### src/rtl/alarm_pkg.sv
// Shared constants and FSM encoding for the alarm slot controller.
package alarm_pkg;
  localparam int DATA_W    = 13;
  localparam int NUM_SLOTS = 7;
  localparam int SEL_W     = 3;

  localparam logic [DATA_W-1:0] EMPTY_WORD = '0;

  typedef enum logic [1:0] {IDLE, WRITE, SCAN, REPORT} state_t;
endpackage

### src/rtl/slot_read_mux.sv
// Combinational NUM_SLOTS:1 select of one alarm word out of the flattened register file.
module slot_read_mux #(
  parameter int DATA_W    = 13,
  parameter int NUM_SLOTS = 7,
  parameter int SEL_W     = 3
) (
  input  logic [NUM_SLOTS*DATA_W-1:0] q_slots,
  input  logic [SEL_W-1:0]            sel,
  output logic [DATA_W-1:0]           q
);
  logic [NUM_SLOTS-1:0][DATA_W-1:0] slot_words;

  assign slot_words = q_slots;

  // Out-of-range selects read as zero, which the scanner treats as an empty slot.
  always_comb begin
    q = '0;
    for (int i = 0; i < NUM_SLOTS; i++)
      if (sel == SEL_W'(i)) q = slot_words[i];
  end
endmodule

### src/rtl/alarm_slot_controller.sv
// Arbitrates user slot writes against per-tick alarm scans of the 7-slot register file.
// Optional build macro SLOT_MASK_EN adds a slot_mask input that suppresses hits per slot.
module alarm_slot_controller
  import alarm_pkg::*;
(
  input  logic                        Clock,
  input  logic                        Clear,
  input  logic                        wr_req,
  input  logic [SEL_W-1:0]            wr_slot,
  input  logic [DATA_W-1:0]           wr_data,
  output logic                        wr_ack,
  output logic                        wr_err,
  input  logic                        time_tick,
  input  logic [DATA_W-1:0]           cur_time,
  input  logic [NUM_SLOTS*DATA_W-1:0] q_slots,
  output logic [SEL_W-1:0]            reg_sto,
  output logic [DATA_W-1:0]           reg_d,
  output logic                        reg_en,
  output logic                        alarm_hit,
  output logic [NUM_SLOTS-1:0]        alarm_vec,
  output logic                        tick_ovr
`ifdef SLOT_MASK_EN
  ,
  input  logic [NUM_SLOTS-1:0]        slot_mask
`endif
);
  state_t               state, state_nx;
  logic [SEL_W-1:0]     ctr;
  logic [DATA_W-1:0]    snapshot;
  logic [DATA_W-1:0]    q_sel;
  logic [NUM_SLOTS-1:0] hit;
  logic                 pending;
  logic                 slot_on;
  logic                 match;
  logic                 start_scan;
  logic                 slot_legal;

  slot_read_mux #(
    .DATA_W   (DATA_W),
    .NUM_SLOTS(NUM_SLOTS),
    .SEL_W    (SEL_W)
  ) u_mux (
    .q_slots(q_slots),
    .sel    (ctr),
    .q      (q_sel)
  );

`ifdef SLOT_MASK_EN
  assign slot_on = slot_mask[ctr];
`else
  assign slot_on = 1'b1;
`endif

  assign match      = slot_on && (q_sel == snapshot) && (q_sel != EMPTY_WORD);
  assign slot_legal = (wr_slot < SEL_W'(NUM_SLOTS));
  // A write always wins; a tick seen in the same IDLE cycle is parked as pending.
  assign start_scan = (state == IDLE) && !wr_req && (time_tick || pending);

  always_ff @(posedge Clock or posedge Clear) begin
    if (Clear) state <= IDLE;
    else       state <= state_nx;
  end

  always_comb begin
    state_nx  = state;
    wr_ack    = 1'b0;
    wr_err    = 1'b0;
    reg_en    = 1'b0;
    reg_sto   = '0;
    reg_d     = '0;
    alarm_hit = 1'b0;
    case (state)
      IDLE: begin
        if (wr_req)                     state_nx = WRITE;
        else if (time_tick || pending)  state_nx = SCAN;
      end
      WRITE: begin
        wr_ack = 1'b1;
        if (slot_legal) begin
          reg_en  = 1'b1;
          reg_sto = wr_slot;
          reg_d   = wr_data;
        end else begin
          wr_err  = 1'b1;
        end
        state_nx = IDLE;
      end
      SCAN: begin
        if (ctr == SEL_W'(NUM_SLOTS-1)) state_nx = REPORT;
      end
      REPORT: begin
        alarm_hit = |hit;
        state_nx  = IDLE;
      end
      default: state_nx = IDLE;
    endcase
  end

  always_ff @(posedge Clock or posedge Clear) begin
    if (Clear) begin
      ctr       <= '0;
      snapshot  <= '0;
      hit       <= '0;
      pending   <= 1'b0;
      alarm_vec <= '0;
      tick_ovr  <= 1'b0;
    end else begin
      if (start_scan) begin
        snapshot <= cur_time;
        ctr      <= '0;
        hit      <= '0;
        pending  <= 1'b0;
      end else if (time_tick) begin
        // Only one tick can wait; a second one is dropped and flagged.
        if (pending) tick_ovr <= 1'b1;
        else         pending  <= 1'b1;
      end
      if (state == SCAN) begin
        hit[ctr] <= match;
        ctr      <= ctr + 1'b1;
      end
      if (state == REPORT) alarm_vec <= hit;
    end
  end
endmodule

### config.mk
export PLATFORM = sky130hd
export DESIGN_NAME = alarm_slot_controller
export DESIGN_NICKNAME = d
export VERILOG_FILES = /design/src/rtl/alarm_pkg.sv /design/src/rtl/slot_read_mux.sv /design/src/rtl/alarm_slot_controller.sv
export SDC_FILE = /design/constraint.sdc
export NUM_CORES = 1
export LEC_CHECK = 0
export BUFFER_PORTS_ARGS = -buffer_cell sky130_fd_sc_hd__buf_2
export CORE_MARGIN = 2
export CORE_UTILIZATION = 40
export CTS_CLUSTER_DIAMETER = 40
export DETAILED_ROUTE_END_ITERATION = 10
export PLACE_DENSITY_LB_ADDON = 0.08
export SYNTH_ARGS = -nofsm -noshare
export SYNTH_HDL_FRONTEND = slang
export SYNTH_HIERARCHICAL = 1
export SYNTH_SLANG_ARGS = --single-unit
### constraint.sdc
create_clock -name Clock -period 2 [get_ports Clock]
set_input_delay 0.2 -clock Clock [delete_from_list [all_inputs] [get_ports Clock]]
set_output_delay 0.2 -clock Clock [all_outputs]
set_load 0.05 [all_outputs]
==> results of run 1 <==
==> sequential cells by signal, indices dropped and copies added (netlist names) <==
name and count:
hit 7, tick_ovr 1, state 2, pending 1
ctr 3, alarm_vec 7, snapshot 13
==> logic make-up (layout without fill, tap and decap cells) <==
| family | count (synthesis) | after routing |
|---|---|---|
| muxes | 33 | 33 |
| DFF | 34 | 34 |
| xor gates and xnor gates | 14 | 14 |
| buffers and inverters | 25 | 201 |
| and+or+nand+nor | 134 | 135 |
| adders and majority gates | 2 | 2 |
| AOI/OAI and AO/OA | 65 | 65 |
==> synth_stat cells (3+ instances only) <==
cell type | number | area, um^2
a21oi_1 | 15 | 75.1
a221oi_1 | 10 | 87.6
a221oi_2 | 3 | 45.0
and3_1 | 16 | 100
buf_2 | 10 | 50.1
buf_4 | 4 | 30.0
buf_6 | 3 | 33.8
clkbuf_1 | 4 | 15.0
dfrtp_1 | 34 | 851
mux2_2 | 20 | 225
mux2i_1 | 13 | 130
nand2_1 | 48 | 180
nand2b_1 | 16 | 100
nand3_1 | 14 | 70.1
nor2_1 | 18 | 67.6
nor2b_1 | 3 | 18.8
nor4_1 | 3 | 18.8
o2bb2ai_1 | 13 | 114
o31ai_1 | 7 | 52.6
o32ai_1 | 13 | 114
xor2_1 | 12 | 105
==> what timing repair did <==
item,in CTS,in global routing
endpoints found under the setup margin,7,19
cloned,1,0
resized for setup,18,7
pin swaps,4,2
setup buffers,6,0
==> worst max-delay path: stages (launching register included) <==
cell	delay, ps
dfrtp_2	450
buf_12	160
buf_4	140
mux2i_1	140
o2bb2ai_1	90
a221oi_1	290
nor2_1	140
xor2_1	170
nor4_2	170
nand3_2	220
o31ai_1	260
==> cell type report <==
cell class              instances  area (um^2)  share of cell area [%]
clock buffers                   7         86.3                    2.18
clock inverters                 1         5.00                   0.127
inverters                       3         11.3                   0.285
multi-input cells             249         1810                    45.8
flip-flops and latches         34          853                    21.6
well taps                      80          100                    2.53
repair buffers                190         1090                    27.5
==> how the worst max path moves through the flow <==
stage | start | endpoint | slack, ps | cells past startpoint
floorplan | ctr[1] | hit[0] | -210 | 10
global route | ctr[1] | hit[4] | -490 | 10
finish | ctr[1] | hit[4] | -330 | 10
detailed placement | ctr[1] | hit[3] | -340 | 9
global placement | ctr[1] | hit[3] | -260 | 8
CTS | ctr[1] | hit[3] | -300 | 9
==> report_power, final <==
part           switching [mW]  leakage (nW)  internal, mW
sequential              0.201         0.437         0.874
combinational            1.89          1.57          1.63
clock                   0.250        0.0482         0.278
total                    2.34          2.05          2.78
==> routing by layer <==
metal	up-vias	global-route usage [%]
met5	-	0
met4	0	6.82
met3	15	4.67
met2	102	40.1
met1	1321	28.8
li1	1486	-
==> cell usage in the layout (no fill, tap or decap), types with 3 or more instances in the layout <==
cell type / synthesis / layout
and3_1: 16 / 16
nor2_1: 18 / 13
a221oi_1: 10 / 5
mux2_2: 20 / 20
xor2_1: 12 / 12
a21oi_1: 15 / 15
dfrtp_1: 34 / 32
o32ai_1: 13 / 13
a221oi_2: 3 / 8
buf_2: 10 / 151
mux2i_1: 13 / 13
nand2b_1: 16 / 15
nor2b_1: 3 / 3
o2bb2ai_1: 13 / 12
nand2_1: 48 / 48
nor2_2: 0 / 5
buf_4: 4 / 33
o31ai_1: 7 / 4
nor4_2: 2 / 3
buf_6: 3 / 4
clkbuf_8: 0 / 6
o31ai_2: 0 / 3
nand3_1: 14 / 14
==> metrics by stage <==
step / setup WS [ps] / setup TNS (ps) / utilization (%) / instance area [um^2] / power (mW)
2_1_floorplan: -213 / -1490 / - / 2730 / 3.34
3_3_place_gp: -262 / -1690 / 55.5 / 3710 / 4.23
3_5_place_dp: -342 / -2170 / 55.5 / 3710 / 4.26
4_1_cts: -300 / -2010 / 58.7 / 3920 / 5.07
5_1_grt: -489 / -3320 / 59.2 / 3950 / 5.54
6_report: -333 / -2200 / 59.2 / 3950 / 5.12
==> results.tsv, run 1 <==
stage	metric	value	unit
status	result of the run	finished with violations	
status	violations in the final reports	hold timing, setup timing	
yosys	Cells after Synth	307	
global_routing	All-Layer GR Usage	23.0	%
worst_setup_path	Critical Path Source Type	register	
timing	worst-case setup margin in the final layout	-333	ps
yosys	largest family of logic cells by synthesized area	simple AND/OR/NAND/NOR gates	
yosys	simple-gate portion of the synthesized area	25.8	%
yosys	Syn. warnings	6	
clocking	Clock Sinks	34	
yosys	fraction of registers with async set or reset after synthesis	100	%
drt	number of remaining DRC errors	0	
timing	final count of hold timing violations	10	
clocking	H-tree levels	2	
timing	clock skew	7.39	ps
place	post-placement cell count	549	
yosys	post-synthesis average cell area	8.88	um^2
yosys	Distinct cells, synth	40	
worst_setup_path	Critical Path RT	2190	ps
timing	min Tclk post-route	2330	ps
yosys	number of synthesized flops with an enable pin	0	
final_layout	area delta synth->final	45.1	%
worst_setup_path	critical path start-end classification	register to register	
yosys	post-synthesis share of cell area spent on full adders, half adders and majority gates	0.918	%
clocking	clock buffer count from CTS	5	
final_layout	final net count	609	
drt	Routed met2 length	4200	um
timing	worst rel slew slack	69.1	%
clocking	clock transition at the registers of the reported paths	70	ps
clocking	CTS tree	yes	
timing	final critical-path share of the clock period	117	%
yosys	portion of the post-synthesis area used by sequential elements	31.2	%
floorplan	DIE HEIGHT	86.5	um
drt	average wire length per cell after detail routing	14.8	um
yosys	post-synthesis instance area	0.00273	mm^2
timing	count of final setup violators	7	
drt	first drt pass iteration count	4	
global_routing	vias in the first global route	2935	
timing	worst hold slack across all endpoints	-11.4	ps
floorplan	Placement Rows	30	
clocking	clk_lat worst skew	290	ps
timing	Max Fclk	429	MHz
drt	Via-to-Cell Ratio	5.18	
worst_setup_path	Max Fanout on Critical Path	10	
floorplan	Std-Cell Core Area	0.00668	mm^2
drt	number of routed nets with antenna violations	0	
power_and_ir_drop	Power Density	1290	mW/mm^2
drt	top layer used by detailed routing	met4	
final_layout	final instance count without filler cells	564	
worst_setup_path	R2R cell count	10	
global_routing	global-route wire length before repair	13600	um
drt	number of DRC violations after detailed-routing iteration 0	135	
yosys	compound-cell area share of the yosys netlist	18.8	%
yosys	Synth Area in XOR/XNOR	4.50	%
floorplan	Chip Width	86.5	um
min_path	type of the tightest min-delay check	input port to asynchronous set/reset pin	
final_layout	Antenna Cells	0	
clocking	Bufs on Longest Clock Path	2	
global_routing	number of antenna violations at the first check in global routing	0	
floorplan	# IOs	152	
yosys	multiplexer fraction of the synthesized cell area	13.0	%
final_layout	fillcell total	620	
clocking	clock tree root driver cell	clkbuf_8	
worst_setup_path	Worst R2R Start	ctr[1]	
place	Port-buffer cells	151	
power_and_ir_drop	leakage power	2.05	nW
timing	slew at the pin closest to its max-slew limit	463	ps
floorplan	Die Outline Area	0.00749	mm^2
yosys	net count after synthesis	433	
drt	aggregate routed wire length	8370	um
yosys	commonest register cell after synthesis	dfrtp_1	
timing	final number of max-transition violations	0	
clocking	Hold Buf Count CTS	0	
worst_setup_path	Worst setup EP type	register	
global_routing	pin count of the biggest net entering global routing	35	
floorplan	Initial Utilization	40.8	%
place	detailed-placement wirelength estimate	6640	um
place	Final GP Congestion	0.870	
yosys	synthesized flop and latch total	34	
power_and_ir_drop	largest vdd supply drop	0.000580	V
worst_setup_path	worst path arrival time	2520	ps
drt	total via count in the routed design	2924	
run	Maximum Capacitance Violations	0	
worst_setup_path	reg-to-reg endpoint	hit[4]	
drt	detailed-routing wirelength on met1	3540	um
worst_setup_path	r2r setup slk	-330	ps
final_layout	share of final-layout standard cells stronger than drive strength 1	51.9	%
global_routing	Overflow after GRT	0	
drt	met3 layer wire length in the routed design	480	um
timing	unrepaired setup endpoints after global routing	true	
Power figures use the tool's default switching activity.
==> inputs of run 2 (changes only) <==
==> constraint.sdc (replaced) <==
create_clock -name Clock -period 2 [get_ports Clock]
set_input_delay 0.1 -clock Clock [delete_from_list [all_inputs] [get_ports Clock]]
set_output_delay 0.1 -clock Clock [all_outputs]
set_load 0.05 [all_outputs]
==> run 2 against run 1 <==
The flow finishes with violations (setup timing). Clock skew about the same. Cell area rose by 0.98%. Clock-buffer cell count unchanged. Worst setup slack worse by 1.9 ps. Via count grew 0.21%. Largest cell class unchanged. Combinational power is essentially flat. Sequential cell count is the same. Critical endpoint unchanged.
==> results.tsv, run 2 (synthesized netlist as in run 1, its figures left out) <==
stage	metric	value	unit
floorplan	# IOs	152	
floorplan	Chip Width	86.5	um
worst_setup_path	Critical Path RT	2190	ps
drt	detailed-routing wirelength on met1	3580	um
global_routing	All-Layer GR Usage	23.1	%
worst_setup_path	worst path arrival time	2520	ps
worst_setup_path	kind of cell adding the most delay to the critical path	compound AO/OA/AOI/OAI gates	
worst_setup_path	Critical Path Source Type	register	
global_routing	number of antenna violations at the first check in global routing	0	
clocking	clock buffer count from CTS	5	
global_routing	pin count of the biggest net entering global routing	35	
worst_setup_path	buffers plus inverters on the worst setup path	2	
timing	unrepaired setup endpoints after global routing	true	
floorplan	Initial Utilization	40.8	%
floorplan	Std-Cell Core Area	0.00668	mm^2
timing	Max Fclk	428	MHz
place	detailed-placement wirelength estimate	6640	um
global_routing	Overflow after GRT	0	
final_layout	area delta synth->final	46.5	%
clocking	H-tree levels	2	
status	violations in the final reports	setup timing	
drt	total via count in the routed design	2930	
worst_setup_path	critical path start-end classification	register to register	
clocking	clk_lat worst skew	290	ps
place	Port-buffer cells	151	
final_layout	leading cell type in the layout, fill and taps excluded	buf_2	
power_and_ir_drop	part of the power in registers	21.0	%
floorplan	Placement Rows	30	
clocking	CTS tree	yes	
drt	number of routed nets with antenna violations	0	
power_and_ir_drop	leakage power	2.07	nW
place	Final GP Congestion	0.870	
final_layout	leading registers by flop count	snapshot: 13 flops, alarm_vec: 7 flops, hit: 7 flops	
clocking	clock transition at the registers of the reported paths	70	ps
clocking	clock tree root driver cell	clkbuf_8	
final_layout	most frequent cells in the layout	buf_2, nand2_1, buf_4	
worst_setup_path	Max Fanout on Critical Path	10	
drt	first drt pass iteration count	4	
final_layout	final net count	613	
final_layout	Largest Register	snapshot	
timing	worst-case setup margin in the final layout	-335	ps
drt	number of remaining DRC errors	0	
drt	number of DRC violations after detailed-routing iteration 0	125	
power_and_ir_drop	Power Density	1280	mW/mm^2
drt	average wire length per cell after detail routing	14.8	um
power_and_ir_drop	Comb power frac	68.8	%
drt	met3 layer wire length in the routed design	449	um
timing	worst rel slew slack	69.2	%
status	result of the run	finished with violations	
final_layout	utilization after layout	59.8	%
final_layout	share of final-layout standard cells stronger than drive strength 1	51.2	%
floorplan	Die Outline Area	0.00749	mm^2
drt	Via-to-Cell Ratio	5.16	
timing	final number of max-transition violations	0	
final_layout	Antenna Cells	0	
global_routing	global-route wire length before repair	13700	um
drt	Routed met2 length	4220	um
timing	slew at the pin closest to its max-slew limit	462	ps
run	Maximum Capacitance Violations	0	
final_layout	flip-flop count of the largest register, all copies and words added	13	
power_and_ir_drop	Switching Fraction	45.6	%
timing	Setup Total Neg Slack	-2220	ps
timing	final count of hold timing violations	0	
timing	min Tclk post-route	2330	ps
worst_setup_path	critical-path cell list	buf_12 > buf_4 > mux2i_1 > o2bb2ai_1 > a221oi_1 > nor2_1 > xor2_1 > nor4_2 > nand3_2 > o31ai_1	
timing	count of final setup violators	7	
timing	worst hold slack across all endpoints	2.31	ps
worst_setup_path	cell with the largest stage delay on the worst path	dfrtp_2	
clocking	Clock Sinks	34	
place	Placement Setup Slack	-342	ps
power_and_ir_drop	share of total power in the clock network	10.3	%
power_and_ir_drop	reported net switching power	2.34	mW
global_routing	vias in the first global route	2938	
power_and_ir_drop	design internal power	2.79	mW
drt	aggregate routed wire length	8400	um
power_and_ir_drop	largest vdd supply drop	0.000570	V
worst_setup_path	delay of the slowest critical-path stage	450	ps
timing	clock skew	7.35	ps
floorplan	DIE HEIGHT	86.5	um
clocking	Bufs on Longest Clock Path	2	
power_and_ir_drop	Total Power	5.12	mW
worst_setup_path	Worst setup EP type	register	
timing	final critical-path share of the clock period	117	%
drt	top layer used by detailed routing	met4	
min_path	type of the tightest min-delay check	input port to register	
-- run 2: cell types whose count changed in the layout (fill, tap and decap cells not counted), sizes merged --
cell,previous run,this run
dlygate4sd3,0,4
-- run 2: path summary, 6_finish.rpt --
kind	cells after the start	start	slack [ps]	end
worst max-delay path	10	ctr[1]	-330	hit[4]
worst min-delay path	3	cur_time[6]	2	snapshot[6]
worst max register to register	10	ctr[1]	-330	hit[4]
max in group asynchronous	4	Clear	1230	ctr[0]
min in group asynchronous	4	Clear	440	snapshot[7]
worst min register to register	1	tick_ovr	470	tick_ovr
-- run 2: layout make-up --
cell class	instances	area [um^2]
clock buffers	7	86.3
clock inverters	1	5.00
fillers	622	2690
inverters	3	11.3
multi-input cells	249	1810
flip-flops and latches	34	853
well taps	80	100
repair buffers	194	1130
-- run 2: through the flow --
step	cell area (um^2)	instances
after global routing	3990	568
after detailed placement	3710	549
after floorplan	2730	307
after global placement	3710	549
final	3990	568
after CTS	3960	568
-- run 2: worst register-to-register path: cells and delay by family, from the launching register on --
kind	cells	cell delay, ps
AO/OA/AOI/OAI	3	640
XOR/XNOR	1	170
buffers and inverters	2	300
flip-flops	1	450
multiplexers	1	140
AND/OR/NAND/NOR	3	530
-- run 2: layer usage --
layer,vias to the layer above,GRT usage (%)
li1,1492,-
met1,1325,28.9
met2,98,40.1
met3,15,4.48
met4,0,6.82
met5,-,0
-- run 2: power groups by stage --
stage / Clock [mW] / Sequential (mW) / Combinational (mW)
after floorplan: 0 / 1.01 / 2.33
after global placement: 0 / 1.09 / 3.15
after detailed placement: 0 / 1.08 / 3.19
after CTS: 0.541 / 1.08 / 3.45
after global routing: 0.575 / 1.11 / 3.87
final: 0.526 / 1.07 / 3.52
-- run 2: repair_timing --
item                                   CTS  global route
setup endpoints to repair                7             7
buffers inserted                         6             0
hold buffers                             4             0
endpoints found under the hold margin   37             0
pin swaps                                4             2
gates resized for setup                 18             6
cloned                                   1             0
